### config.mk
export PLATFORM = sky130hd
export DESIGN_NAME = mdc_delay_commutator_flat
export DESIGN_NICKNAME = d
export VERILOG_FILES = /design/src/rtl/mdc_delay_commutator_if.sv /design/src/rtl/mdc_delay_commutator.sv /design/src/flat_wrapper.sv
export SDC_FILE = /design/constraint.sdc
export NUM_CORES = 1
export LEC_CHECK = 0
export ABC_AREA = 1
export BUFFER_PORTS_ARGS = -buffer_cell sky130_fd_sc_hd__buf_2
export CORE_MARGIN = 5
export CORE_UTILIZATION = 60
export CTS_CLUSTER_DIAMETER = 120
export DETAILED_ROUTE_END_ITERATION = 10
export PLACE_DENSITY = 0.75
export SYNTH_ARGS = -nofsm -noshare
export SYNTH_HDL_FRONTEND = slang
export SYNTH_SLANG_ARGS = --single-unit
### constraint.sdc
create_clock -name clk -period 13.7 [get_ports clk]
set_input_delay 0.685 -clock clk [delete_from_list [all_inputs] [get_ports clk]]
set_output_delay 0.685 -clock clk [all_outputs]
set_load 0.02 [all_outputs]
### src/rtl/mdc_delay_commutator_if.sv
// Dual-path complex stream bundle around the MDC delay/commutator: upper/lower input pair in, switched pair out.
// MDC_DELAY_COMMUTATOR_BYPASS_EN adds the bypass strobe next to in_valid.
interface mdc_delay_commutator_if #(
    parameter int WIDTH = 9
);
    logic                    in_valid;
`ifdef MDC_DELAY_COMMUTATOR_BYPASS_EN
    logic                    bypass;
`endif
    logic signed [WIDTH-1:0] up_in_re;
    logic signed [WIDTH-1:0] up_in_im;
    logic signed [WIDTH-1:0] low_in_re;
    logic signed [WIDTH-1:0] low_in_im;
    logic                    out_valid;
    logic signed [WIDTH-1:0] up_out_re;
    logic signed [WIDTH-1:0] up_out_im;
    logic signed [WIDTH-1:0] low_out_re;
    logic signed [WIDTH-1:0] low_out_im;
    logic                    sel_out;

    modport master (
        output in_valid,
`ifdef MDC_DELAY_COMMUTATOR_BYPASS_EN
        output bypass,
`endif
        output up_in_re, up_in_im, low_in_re, low_in_im,
        input  out_valid, up_out_re, up_out_im, low_out_re, low_out_im, sel_out
    );

    modport slave (
        input  in_valid,
`ifdef MDC_DELAY_COMMUTATOR_BYPASS_EN
        input  bypass,
`endif
        input  up_in_re, up_in_im, low_in_re, low_in_im,
        output out_valid, up_out_re, up_out_im, low_out_re, low_out_im, sel_out
    );
endinterface

### src/rtl/mdc_delay_commutator.sv
// Radix-2 MDC inter-stage delay/commutator: delays upper path, swaps paths every DEPTH samples, re-delays lower path.
// Optional MDC_DELAY_COMMUTATOR_BYPASS_EN: bypass input passes the pair straight through and freezes the stream state.
module mdc_delay_commutator #(
    parameter int WIDTH      = 9,
    parameter int DEPTH      = 8,
    parameter int LOG2_DEPTH = 3
) (
    input  logic                  clk,
    input  logic                  rst,
    mdc_delay_commutator_if.slave bus
);

    localparam int SW = 2 * WIDTH;
    localparam logic [LOG2_DEPTH:0] PRIME_CNT = (LOG2_DEPTH + 1)'(DEPTH - 1);

    logic [LOG2_DEPTH:0] r_cnt;
    logic                r_primed;
    logic [SW-1:0]       r_dly_up [DEPTH];
    logic [SW-1:0]       r_dly_lo [DEPTH];

    logic                w_byp_p0;
    logic                w_adv_p0;
    logic                w_sel_p0;
    logic [SW-1:0]       w_up_in_p0;
    logic [SW-1:0]       w_lo_in_p0;
    logic [SW-1:0]       w_a_p0;
    logic [SW-1:0]       w_b_p0;
    logic [SW-1:0]       w_top_p0;
    logic [SW-1:0]       w_bot_p0;

    logic                    r_vld_p1;
    logic                    r_sel_p1;
    logic signed [WIDTH-1:0] r_up_re_p1;
    logic signed [WIDTH-1:0] r_up_im_p1;
    logic signed [WIDTH-1:0] r_lo_re_p1;
    logic signed [WIDTH-1:0] r_lo_im_p1;

`ifdef MDC_DELAY_COMMUTATOR_BYPASS_EN
    assign w_byp_p0 = bus.bypass;
`else
    assign w_byp_p0 = 1'b0;
`endif

    // Stream state only moves on accepted, non-bypassed samples so idle cycles never skew alignment
    assign w_adv_p0   = bus.in_valid & ~w_byp_p0;
    assign w_sel_p0   = r_cnt[LOG2_DEPTH];
    assign w_up_in_p0 = {bus.up_in_re, bus.up_in_im};
    assign w_lo_in_p0 = {bus.low_in_re, bus.low_in_im};
    assign w_a_p0     = r_dly_up[DEPTH-1];
    assign w_b_p0     = r_dly_lo[DEPTH-1];
    assign w_top_p0   = w_sel_p0 ? w_lo_in_p0 : w_a_p0;
    assign w_bot_p0   = w_sel_p0 ? w_a_p0     : w_lo_in_p0;

    always_ff @(posedge clk or posedge rst) begin
        if (rst) begin
            for (int i = 0; i < DEPTH; i++) begin
                r_dly_up[i] <= '0;
                r_dly_lo[i] <= '0;
            end
        end else if (w_adv_p0) begin
            r_dly_up[0] <= w_up_in_p0;
            r_dly_lo[0] <= w_bot_p0;
            for (int i = 1; i < DEPTH; i++) begin
                r_dly_up[i] <= r_dly_up[i-1];
                r_dly_lo[i] <= r_dly_lo[i-1];
            end
        end
    end

    // Counter wraps naturally at 2*DEPTH; primed latches once the upper delay line holds real data
    always_ff @(posedge clk or posedge rst) begin
        if (rst) begin
            r_cnt    <= '0;
            r_primed <= 1'b0;
        end else if (w_adv_p0) begin
            r_cnt <= r_cnt + 1'b1;
            if (r_cnt == PRIME_CNT) begin
                r_primed <= 1'b1;
            end
        end
    end

    // ---- p0 -> p1: output register ----
    always_ff @(posedge clk or posedge rst) begin
        if (rst) begin
            r_vld_p1   <= 1'b0;
            r_sel_p1   <= 1'b0;
            r_up_re_p1 <= '0;
            r_up_im_p1 <= '0;
            r_lo_re_p1 <= '0;
            r_lo_im_p1 <= '0;
        end else if (bus.in_valid) begin
            if (w_byp_p0) begin
                r_vld_p1   <= 1'b1;
                r_sel_p1   <= 1'b0;
                r_up_re_p1 <= bus.up_in_re;
                r_up_im_p1 <= bus.up_in_im;
                r_lo_re_p1 <= bus.low_in_re;
                r_lo_im_p1 <= bus.low_in_im;
            end else begin
                r_vld_p1   <= r_primed;
                r_sel_p1   <= w_sel_p0;
                r_up_re_p1 <= $signed(w_top_p0[SW-1:WIDTH]);
                r_up_im_p1 <= $signed(w_top_p0[WIDTH-1:0]);
                r_lo_re_p1 <= $signed(w_b_p0[SW-1:WIDTH]);
                r_lo_im_p1 <= $signed(w_b_p0[WIDTH-1:0]);
            end
        end else begin
            r_vld_p1 <= 1'b0;
        end
    end

    assign bus.out_valid  = r_vld_p1;
    assign bus.sel_out    = r_sel_p1;
    assign bus.up_out_re  = r_up_re_p1;
    assign bus.up_out_im  = r_up_im_p1;
    assign bus.low_out_re = r_lo_re_p1;
    assign bus.low_out_im = r_lo_im_p1;

endmodule

### src/flat_wrapper.sv
// flat-port wrapper written by rule: the top's interface ports become plain ports
module mdc_delay_commutator_flat 
#(
    parameter int WIDTH      = 9,
    parameter int DEPTH      = 8,
    parameter int LOG2_DEPTH = 3
)
  (clk, rst, bus_in_valid, bus_up_in_re, bus_up_in_im, bus_low_in_re, bus_low_in_im, bus_out_valid, bus_up_out_re, bus_up_out_im, bus_low_out_re, bus_low_out_im, bus_sel_out);
  mdc_delay_commutator_if #(.WIDTH(WIDTH)) bus_i ();
  input  logic clk;
  input  logic rst;
  input wire logic [$bits(bus_i.in_valid)-1:0] bus_in_valid;
  input wire logic [$bits(bus_i.up_in_re)-1:0] bus_up_in_re;
  input wire logic [$bits(bus_i.up_in_im)-1:0] bus_up_in_im;
  input wire logic [$bits(bus_i.low_in_re)-1:0] bus_low_in_re;
  input wire logic [$bits(bus_i.low_in_im)-1:0] bus_low_in_im;
  output wire logic [$bits(bus_i.out_valid)-1:0] bus_out_valid;
  output wire logic [$bits(bus_i.up_out_re)-1:0] bus_up_out_re;
  output wire logic [$bits(bus_i.up_out_im)-1:0] bus_up_out_im;
  output wire logic [$bits(bus_i.low_out_re)-1:0] bus_low_out_re;
  output wire logic [$bits(bus_i.low_out_im)-1:0] bus_low_out_im;
  output wire logic [$bits(bus_i.sel_out)-1:0] bus_sel_out;
  assign bus_i.in_valid = bus_in_valid;
  assign bus_i.up_in_re = bus_up_in_re;
  assign bus_i.up_in_im = bus_up_in_im;
  assign bus_i.low_in_re = bus_low_in_re;
  assign bus_i.low_in_im = bus_low_in_im;
  assign bus_out_valid = bus_i.out_valid;
  assign bus_up_out_re = bus_i.up_out_re;
  assign bus_up_out_im = bus_i.up_out_im;
  assign bus_low_out_re = bus_i.low_out_re;
  assign bus_low_out_im = bus_i.low_out_im;
  assign bus_sel_out = bus_i.sel_out;
  mdc_delay_commutator #(.WIDTH(WIDTH), .DEPTH(DEPTH), .LOG2_DEPTH(LOG2_DEPTH)) u_core (.clk(clk), .rst(rst), .bus(bus_i));
endmodule
Word level (Yosys, flattened, before mapping)
Cells that the tools add are included.
{"block": "op_classes", "addsub": 1, "n_eq_ne": 1, "muxes": 3, "n_reduce_logical": 1}
{"op": "$mux W18", "n": 2}
{"op": "$add A4 B1 Y4 const B", "n": 1}
{"op": "$eq A4 B3 Y1 const B", "n": 1}
{"op": "$reduce_and A2 Y1", "n": 1}
{"op": "$mux W1", "n": 1}
{"block": "totals", "regBits": 331, "inputBits": 39, "out_inout_bits": 38, "wordCells": 30}

Logic depth before layout (Yosys ltp)
Gate-level depths: netlist (run 1).
{"block": "depth", "ltp_word": 2, "ltp_mapped": 8, "depth_no_buf": 4}

Worst setup path before layout (run 1)
Ideal clock, no wire load.
{"block": "synth_timing", "path_kind": "input -> register", "from": "input bus_in_valid", "to": "register u_core.r_lo_im_p1[0], in the netlist u_core.bus.low_out_im[0]", "setup_ps": 133, "arrival_ps": 1450, "required_time_ps": 13567, "setup_slack_ps": 12117, "cell_stages": 7, "n_path_buf": 5, "path_cell_list": "buf_4 buf_6 buf_8 buf_6 buf_6 nand2_1 o21ai_0"}
{"item": "start, declared", "line_no": "flat_wrapper.sv:12", "source": "input wire logic [$bits(bus_i.in_valid)-1:0] bus_in_valid;"}
{"item": "end signal, assigned", "line_no": "mdc_delay_commutator.sv:99", "source": "r_lo_im_p1 <= bus.low_in_im;"}
{"item": "end signal, assigned", "line_no": "mdc_delay_commutator.sv:106", "source": "r_lo_im_p1 <= $signed(w_b_p0[WIDTH-1:0]);"}
{"item": "end, declared", "line_no": "mdc_delay_commutator.sv:36", "source": "logic signed [WIDTH-1:0] r_lo_im_p1;"}

Worst setup path in the final report (run 1)
{"block": "layout_timing", "from": "input bus_in_valid", "to": "register u_core.r_dly_up[106] (netlist name)"}
{"item": "end signal, assigned by index", "line_no": "mdc_delay_commutator.sv:64", "source": "r_dly_up[i] <= r_dly_up[i-1];"}
{"item": "end, declared", "line_no": "mdc_delay_commutator.sv:18", "source": "logic [SW-1:0] r_dly_up [DEPTH];"}
No word-level cell between the ends.

==> results of run 1 <==
==> report_power, final <==
| group | total (W) | internal, W | switching [W] |
|---|---|---|---|
| Clock | 0.000950 | 0.000590 | 0.000359 |
| Sequential | 0.00125 | 0.00116 | 0.0000908 |
| Combinational | 0.000383 | 0.000126 | 0.000257 |
| Total | 0.00258 | 0.00187 | 0.000707 |
==> how the worst max path moves through the flow <==
stage	slack, ns	from	cells past startpoint	end
4_1_cts	11.41	bus_in_valid	3	u_core.r_dly_up[30]
6_report	11.36	bus_in_valid	3	u_core.r_dly_up[106]
5_1_grt	11.08	bus_in_valid	4	u_core.r_dly_up[30]
3_5_place_dp	10.89	bus_in_valid	3	u_core.r_dly_lo[114]
2_1_floorplan	3.85	rst	1	u_core.bus.low_out_im[0]
3_3_place_gp	10.96	bus_in_valid	4	u_core.r_dly_up[30]
==> Yosys cell counts, drive strengths merged <==
library cell and count:
dfrtp 331, nand2 232, nor2 173, inv 160, o21ai 156, a21oi 134
buf 61, a31oi 36, clkbuf 20, xor2 2, ha 1, nand3 1
nor3 1, o21bai 1
==> flip-flops by register name, indices dropped and copies added (netlist names) <==
name and count:
u_core.r_cnt 4, u_core.bus.low_out_im 9, u_core.w_b_p0 18, u_core.bus.low_out_re 9
u_core.r_dly_up 126, u_core.bus.up_out_re 9, u_core.bus.out_valid 1, u_core.bus.sel_out 1
u_core.bus.up_out_im 9, u_core.r_dly_lo 126, u_core.w_a_p0 18, u_core.r_primed 1
==> through the flow <==
step / std cells / utilization [%] / hold slack, ns / setup slack [ns] / power (W)
2_1_floorplan: 1309 / - / 0.430 / 3.85 / 0.00153
3_3_place_gp: 1585 / 61.7 / 0.457 / 10.96 / 0.00163
3_5_place_dp: 1585 / 61.7 / 0.459 / 10.89 / 0.00165
4_1_cts: 1643 / 67.3 / 0.382 / 11.41 / 0.00261
5_1_grt: 1643 / 67.3 / 0.397 / 11.08 / 0.00273
6_report: 1643 / 67.3 / 0.335 / 11.36 / 0.00258
==> routing by layer <==
| layer | vias up | global-route usage [%] |
|---|---|---|
| li1 | 4199 | - |
| met1 | 4064 | 25.4 |
| met2 | 116 | 33.0 |
| met3 | 49 | 2.98 |
| met4 | 0 | 6.29 |
| met5 | - | 0 |
==> cell families (layout without fill, tap and decap cells) <==
logic type | count (synthesis) | in the layout | share of synthesized area, %
simple gates | 407 | 407 | 12.1
flops | 331 | 331 | 65.2
compound gates | 327 | 327 | 13.3
buf+inv | 241 | 300 | 9.22
xor+xnor | 2 | 2 | 0.138
fa+ha+maj | 1 | 1 | 0.0985
==> cell type report <==
class | count | area, um^2 | share of cell area (%)
sequential | 331 | 8280 | 58.7
multi-input combinational | 737 | 3250 | 23.0
clock buffer | 44 | 1000 | 7.10
inverter | 160 | 608 | 4.31
timing repair buffer | 82 | 448 | 3.18
tap | 275 | 344 | 2.44
clock inverter | 14 | 174 | 1.23
==> critical path, cell delays in order <==
cell,delay [ns]
buf_8,0.61
buf_4,0.94
o21ai_0,0.24
==> metrics.md, run 1 <==
| Metric | Value |
|---|---|
| Run status | `finished clean` |
| R2r endpoint | `u_core.bus.up_out_im[5]` |
| TNS Setup | `0 ns` |
| GRT Total Usage | `19.2%` |
| Post-Syn Instances | `1309` |
| Via density | `5.13` |
| Yosys top cell by area | `dfrtp_1` |
| Port bufs | `76` |
| Post-CTS Hold Fix Bufs | `0` |
| Drt wl/cell | `13.7 um` |
| Count of boundary I/O pins | `77` |
| GP Congestion | `0.758` |
| Highest metal layer with signal wires | `met4` |
| Worst path required time | `14.02 ns` |
| Fill cell instance count of the final layout | `1636` |
| Die span in y | `155 um` |
| Clock-pin slew on the worst setup and hold paths | `0.06 ns` |
| Number of library cell types mapped by synthesis | `18` |
| Synth top area share | `65.2%` |
| Transition at the pin with the smallest max-transition slack | `1.28 ns` |
| Peak clock frequency supported by timing | `0.427 GHz` |
| TritonCTS clock tree | `yes` |
| CTS HTree Levels | `2` |
| Wire length of the first global-routing pass | `38800 um` |
| Setup Fix Bufs, Post-CTS | `0` |
| Synthesized flop and latch total | `331` |
| Met2 routed WL | `11700 um` |
| DRC violations left | `0` |
| Initial Util | `60.6%` |
| Detailed-routing wirelength on met1 | `9510 um` |
| Total leakage power | `6.86 nW` |
| R2R setup slack | `11.62 ns` |
| RSZ-0062 raised after global routing | `no` |
| DR iter-0 viols | `613` |
| Num CTS Buffers | `34` |
| Number of nets in the layout | `1386` |
| Standard cell area after detailed placement | `12900 um^2` |
| Detailed-route wire length | `22500 um` |
| Post-synthesis sequential area ratio | `65.2%` |
| Maximum clock path buffer count | `3` |
| Kind of capture point of the worst setup path | `flop` |
| Crit Path Class | `input pin to flop` |
| Number of antenna violations at the first check in global routing | `0` |
| Share of the cycle needed by the critical path after routing | `17.1%` |
| Count of vias placed by the detailed router | `8428` |
| Insertion delay to the later sink of the worst-skew pair | `0.49 ns` |
| Area of the core | `21000 um^2` |
| Final Hold Viols | `0` |
| Pwr Density | `183 nW/um^2` |
| Final setup fails | `0` |
| Most used cells in the layout excluding fill and tap cells | `331 x dfrtp_1, 231 x nand2_1, 173 x nor2_1` |
| Highest fanout seen on the critical path | `175` |
| CTS resizes | `0` |
| Total inserted antenna cells | `0` |
| Count of final max-slew check failures | `0` |
| Arrival time at the worst endpoint | `2.67 ns` |
| Clock tree skew after final layout | `0.00927 ns` |
| Pin count of the biggest net entering global routing | `210` |
| Worst Reg-to-Reg Cells | `4` |
| Met3 WL post-DR | `719 um` |
| HPWL after detailed placement | `13500 um` |
| Number of nets with antenna violations after detailed routing | `0` |
| Area of the die | `24200 um^2` |
| Net Count, Synth | `1349` |
| Num rows | `53` |
| R2r startpoint | `u_core.r_cnt[3]` |
| Layout cells sized above 1 | `10.2%` |
| Max_slew headroom | `14.3%` |
| Most common library cell in the layout ignoring fill and taps | `dfrtp_1` |
| Classification of the worst-slack hold path | `input pin to async pin` |
| Via count of the first global-routing pass | `8350` |
| Relative area change from synthesis to final layout | `11.1%` |
| Final global-route overflow total | `0` |
| Number of max-cap violations | `0` |
| Finished Cell Area | `14100 um^2` |
| Worst voltage drop across the vdd grid | `0.0909 mV` |
| Number of clock sinks | `331` |
| Clock tree root driver cell | `clkbuf_16` |
| Synthesized area divided by synthesized cell count | `9.70 um^2` |
| Yosys warning count | `0` |
| Number of detailed-route iterations in the first pass | `7` |
| Floorplan die width | `155 um` |
| Critical Path Source Type | `input pin` |
| Final critical-path required period | `2.34 ns` |
| Mapped Area | `12700 um^2` |
| Ranking of synthesized cells by area | `dfrtp_1 65%, nand2_1 6.8%, o21ai_0 6.1%` |
Power figures use the tool's default switching activity.
==> run 2, diff against run 1 <==
Settings changed: ABC_AREA 1 to 0, CORE_UTILIZATION 60 to 55, PLACE_DENSITY 0.75 to 0.72.
Clock period 13.7 ns to 2 ns, I/O delays scaled along.
==> metrics.md, run 2 <==
| Metric | Value |
|---|---|
| Run status | `finished clean` |
| Count of boundary I/O pins | `77` |
| Worst voltage drop across the vdd grid | `0.735 mV` |
| Kind of capture point of the worst setup path | `flop` |
| Most common library cell in the layout ignoring fill and taps | `dfrtp_1` |
| Pwr Density | `1410 nW/um^2` |
| Synth top area share | `60.6%` |
| Classification of the worst-slack hold path | `input pin to async pin` |
| Mapped Area | `13700 um^2` |
| Layout cells sized above 1 | `47.9%` |
| Number of nets in the layout | `960` |
| Initial Util | `56.0%` |
| CTS HTree Levels | `2` |
| Share of the cycle needed by the critical path after routing | `70.3%` |
| Area of the die | `28100 um^2` |
| TritonCTS clock tree | `yes` |
| Number of detailed-route iterations in the first pass | `4` |
| RSZ-0062 raised after global routing | `no` |
| GRT Total Usage | `15.5%` |
| Die span in y | `168 um` |
| Worst path required time | `2.37 ns` |
| Worst Setup Slack post-DPL | `0.706 ns` |
| Wire length of the first global-routing pass | `36600 um` |
| Drt wl/cell | `17.0 um` |
| Most used cells in the layout excluding fill and tap cells | `330 x dfrtp_1, 250 x mux2_4, 75 x buf_2` |
| Pin count of the biggest net entering global routing | `61` |
| Number of max-cap violations | `0` |
| CTS resizes | `0` |
| Yosys top cell by area | `dfrtp_1` |
| Leading cell types by count after synthesis | `331 x dfrtp_1, 250 x mux2_4, 40 x mux2_2` |
| Port bufs | `76` |
| Floorplan die width | `168 um` |
| Post-synthesis sequential area ratio | `60.6%` |
| Worst Reg-to-Reg Cells | `3` |
| DR iter-0 viols | `360` |
| Ranking of synthesized cells by area | `dfrtp_1 61%, mux2_4 27%, mux2_2 3.3%` |
| Count of final max-slew check failures | `0` |
| Commonest register cell after synthesis | `dfrtp_1` |
| HPWL after detailed placement | `13900 um` |
| Arrival time at the worst endpoint | `1.78 ns` |
| Number of nets with antenna violations after detailed routing | `0` |
| Via count of the first global-routing pass | `7046` |
| Fill cell instance count of the final layout | `1718` |
| Sequential cell area | `8280 um^2` |
| Final setup fails | `0` |
| Number of antenna violations at the first check in global routing | `2` |
| Clock-pin slew on the worst setup and hold paths | `0.06 ns` |
| Synthesized area divided by synthesized cell count | `17.4 um^2` |
| Relative area change from synthesis to final layout | `16.4%` |
| Via density | `5.16` |
| DRC violations left | `0` |
| Crit Path Class | `input pin to flop` |
| Area of the core | `24400 um^2` |
| Count of vias placed by the detailed router | `6541` |
| Critical Path Source Type | `input pin` |
| Yosys warning count | `0` |
| Clock tree skew after final layout | `0.0140 ns` |
| Max_slew headroom | `40.6%` |
| Share of flip-flops with an asynchronous set or reset after synthesis | `100%` |
| Final Hold Viols | `0` |
| GP Congestion | `0.790` |
| Number of clock sinks | `331` |
| Maximum clock path buffer count | `3` |
| Setup Fix Bufs, Post-CTS | `0` |
| Num rows | `57` |
| Insertion delay to the later sink of the worst-skew pair | `0.50 ns` |
| Post-CTS Hold Fix Bufs | `38` |
| Clock tree root driver cell | `clkbuf_16` |
| Peak clock frequency supported by timing | `0.711 GHz` |
| Detailed-route wire length | `21500 um` |
| Hold Slack | `0.345 ns` |
| Post-synth EDFFs | `0` |
| Transition at the pin with the smallest max-transition slack | `0.889 ns` |
| Number of library cell types mapped by synthesis | `16` |
| Regs by FF count | `u_core.r_dly_lo: 126 flops, u_core.r_dly_up: 126 flops` |
| Final critical-path required period | `1.41 ns` |
| Synthesized flop and latch total | `331` |
| Combined area of the multi-input logic cells | `4940 um^2` |
| Post-Syn Instances | `785` |
| Total leakage power | `7.57 nW` |
| Num CTS Buffers | `34` |
| Highest fanout seen on the critical path | `60` |
| Final global-route overflow total | `0` |
| Most frequent cell after synthesis | `dfrtp_1` |
| Minimum setup slack in the final design | `0.594 ns` |
| Net Count, Synth | `825` |
==> run 2: cell types whose count changed after synthesis, sizes merged, moves of 36 or more <==
cell,previous run,this run
mux2i,0,36
a21oi,134,36
mux2,0,290
inv,160,2
nor2,173,36
nand2,232,1
a31oi,36,0
o21ai,156,0
==> run 2: kinds of logic after synthesis <==
kind of cell / synth area share, %
multiplexers: 33.4
AND/OR/NAND/NOR: 1.11
buffers and inverters: 3.20
AO/OA/AOI/OAI: 1.39
XOR/XNOR: 0.192
flip-flops: 60.6
adder cells (fa/ha/maj): 0.0915
==> run 2: area by class of cell <==
type / instances / area share (%)
clock inverter: 8 / 0.267
tap: 324 / 2.55
sequential: 331 / 52.1
inverter: 2 / 0.0708
clock buffer: 50 / 6.57
multi-input combinational: 406 / 31.1
timing repair buffer: 145 / 7.33
antenna: 2 / 0.0315
==> run 2: worst max-delay path, cell delays in order <==
cell,delay (ns)
dlygate4sd3_1,0.56
buf_8,0.29
buf_12,0.35
mux2_2,0.39
==> run 2: power breakdown <==
part | internal (W) | total, W | switching [W]
sequential | 0.00922 | 0.0108 | 0.00155
combinational | 0.00359 | 0.00554 | 0.00195
clock | 0.00361 | 0.00605 | 0.00244
total | 0.0164 | 0.0224 | 0.00593
==> run 2: worst paths after layout <==
path | startpoint | endpoint | slack (ns)
min in group clk | bus_up_in_re[3] | u_core.r_dly_up[138] | 0.36
max in group asynchronous | rst | u_core.r_dly_lo[65] | 0.92
worst min register to register | u_core.r_primed | u_core.r_primed | 0.46
worst min-delay path | rst | u_core.w_a_p0[16] | 0.35
worst max-delay path | bus_in_valid | u_core.r_dly_lo[94] | 0.59
worst max register to register | u_core.r_cnt[3] | u_core.bus.up_out_im[6] | 0.78
==> run 2: metrics by stage <==
stage / TNS, ns / total power [W] / util (%) / cells / instance area, um^2
4_1_cts: 0 / 0.0227 / 65.2 / 1266 / 15900
2_1_floorplan: -834.34 / 0.0150 / - / 785 / 13700
5_1_grt: 0 / 0.0236 / 65.2 / 1268 / 15900
3_5_place_dp: 0 / 0.0164 / 59.2 / 1170 / 14400
3_3_place_gp: 0 / 0.0160 / 59.2 / 1170 / 14400
6_report: 0 / 0.0224 / 65.2 / 1268 / 15900
==> run 2: routing by layer <==
metal	routed length [um]	global-route usage [%]	up-vias
met3	953	3.82	31
met4	400	3.81	0
met1	9900	21.6	3376
li1	-	-	3025
met2	10300	24.6	109
met5	0	0	-
==> run 3, diff against run 2 <==
Settings changed: ABC_AREA 0 to 1, CORE_UTILIZATION 55 to 54, PLACE_DENSITY 0.72 to 0.71.
Clock period 2 ns to 1.25 ns, I/O delays scaled along.
==> metrics.md, run 3 (synthesis gave the netlist of run 1 again) <==
| Metric | Value |
|---|---|
| R2R setup slack | `0.13 ns` |
| Area of the die | `26700 um^2` |
| Fraction of met3 tracks used by global routing | `2.90%` |
| GRT Total Usage | `18.8%` |
| Worst stage delay on the critical path | `0.44 ns` |
| Via count of the first global-routing pass | `8770` |
| Standard cell area after detailed placement | `13500 um^2` |
| Fill cell instance count of the final layout | `1847` |
| Most used cells in the layout excluding fill and tap cells | `330 x dfrtp_1, 231 x nand2_1, 173 x nor2_1` |
| Pwr Density | `1900 nW/um^2` |
| Maximum clock path buffer count | `3` |
| Met2 routing resource usage after global routing | `34.0%` |
| Final global-route overflow total | `0` |
| Wire length of the first global-routing pass | `41400 um` |
| Clock-pin slew on the worst setup and hold paths | `0.06 ns` |
| Minimum setup slack in the final design | `0.0667 ns` |
| Detailed-route wire length | `24100 um` |
| RSZ-0062 raised after global routing | `no` |
| Cell Count Post-Placement | `1673` |
| Regs by FF count | `u_core.r_dly_lo: 126 flops, u_core.r_dly_up: 126 flops` |
| Final setup fails | `0` |
| Layout cells sized above 1 | `12.3%` |
| Port bufs | `76` |
| Num CTS Buffers | `34` |
| Peak clock frequency supported by timing | `0.845 GHz` |
| Relative area change from synthesis to final layout | `18.8%` |
| Transition at the pin with the smallest max-transition slack | `0.397 ns` |
| Share of the cycle needed by the critical path after routing | `94.7%` |
| Clock tree skew after final layout | `0.00834 ns` |
| Number of nets in the layout | `1468` |
| Final critical-path required period | `1.18 ns` |
| Finished Cell Area | `15100 um^2` |
| Source of the critical timing path | `u_core.bus.sel_out` |
| Number of max-cap violations | `0` |
| Area of the core | `23300 um^2` |
| Number of antenna violations at the first check in global routing | `0` |
| Run status | `finished clean` |
| Total leakage power | `7.29 nW` |
| Worst path required time | `1.19 ns` |
| DR iter-0 viols | `471` |
| Most congested layer reported by global routing | `met2` |
| Setup Fix Bufs, Post-CTS | `0` |
| Worst voltage drop across the vdd grid | `1.10 mV` |
| R2r startpoint | `u_core.r_cnt[3]` |
| Die span in y | `163 um` |
| DRC violations left | `0` |
| Highest fanout seen on the critical path | `2` |
| Initial Util | `54.4%` |
| Via density | `4.98` |
| Top delay family on crit path | `flip-flops` |
| Clock tree root driver cell | `clkbuf_16` |
| Insertion delay to the later sink of the worst-skew pair | `0.50 ns` |
| Arrival time at the worst endpoint | `1.12 ns` |
| Number of nets with antenna violations after detailed routing | `0` |
| Count of boundary I/O pins | `77` |
| Num rows | `56` |
| Worst Setup Slack post-DPL | `0.173 ns` |
| Final Hold Viols | `0` |
| Floorplan die width | `163 um` |
| Met1 Use GR | `23.2%` |
| HPWL after detailed placement | `15600 um` |
| Cell with the largest stage delay on the worst path | `dfrtp_2` |
| Critical Path Source Type | `flop` |
| Count of final max-slew check failures | `0` |
| TritonCTS clock tree | `yes` |
| TNS Setup | `0 ns` |
| CTS HTree Levels | `2` |
| Max_slew headroom | `73.5%` |
| Classification of the worst-slack hold path | `input pin to async pin` |
| Sequence of cells on the critical path | `buf_2` |
| Count of vias placed by the detailed router | `8798` |
| GP Congestion | `0.786` |
| Crit Path Class | `flop to output port` |
| Kind of capture point of the worst setup path | `output port` |
| Final cell count without fillers | `1768` |
| Worst Path Buf+Inv | `1` |
| Core occupancy in the finished layout | `64.7%` |
| Drt wl/cell | `13.6 um` |
| Most common library cell in the layout ignoring fill and taps | `dfrtp_1` |
| Number of detailed-route iterations in the first pass | `4` |
| Pin count of the biggest net entering global routing | `82` |
| Number of clock sinks | `331` |
run 3: final timing paths:
kind | to | depth (start not counted)
max | bus_sel_out | 1
min | u_core.r_dly_up[142] | 4
max reg2reg | u_core.r_dly_lo[140] | 3
min reg2reg | u_core.r_dly_lo[62] | 2
max in group asynchronous | u_core.r_dly_up[114] | 5
min in group clk | u_core.r_dly_up[128] | 4
run 3: worst reg2reg max path: cells and delay by family (launching register included):
family	cells	cell delay [ns]
AOI/OAI and AO/OA	1	0.21
buffers and inverters	1	0.36
and+or+nand+nor	1	0.13
DFF	1	0.34
run 3: what timing repair did:
| item | 4_1_cts | 5_1_grt |
|---|---|---|
| gates cloned | 0 | 0 |
| setup endpoints to repair | 1 | 1 |
| hold buffers | 38 | 0 |
| endpoints found under the hold margin | 371 | 0 |
| gates resized for setup | 1 | 1 |
run 3: cell type report:
cell class	count	area, um^2	area share (%)
Sequential cell	331	8280	54.9
Clock buffer	48	985	6.53
Timing Repair Buffer	164	1400	9.28
Tap cell	319	399	2.64
Clock inverter	8	169	1.12
Multi-Input combinational cell	737	3250	21.5
Antenna cell	1	2.50	0.0166
Inverter	160	604	4.00
run 3: layer usage:
metal	part of all wire, %	wire length, um
met5	0	0
met4	2.8	672
met3	2.8	682
met2	53	12800
met1	41	9940
run 3: per-stage QoR:
| step | power [W] | hold slack [ns] |
|---|---|---|
| final | 0.0286 | 0.231 |
| after global routing | 0.0302 | 0.256 |
| after CTS | 0.0289 | 0.217 |
| after detailed placement | 0.0183 | 0.194 |
| after global placement | 0.0181 | 0.198 |
| after floorplan | 0.0168 | 0.183 |
run 3: report_power, final:
part | internal (W) | total (W) | switching, W
logic | 0.00166 | 0.00452 | 0.00286
registers | 0.0127 | 0.0137 | 0.00101
clock network | 0.00650 | 0.0104 | 0.00390
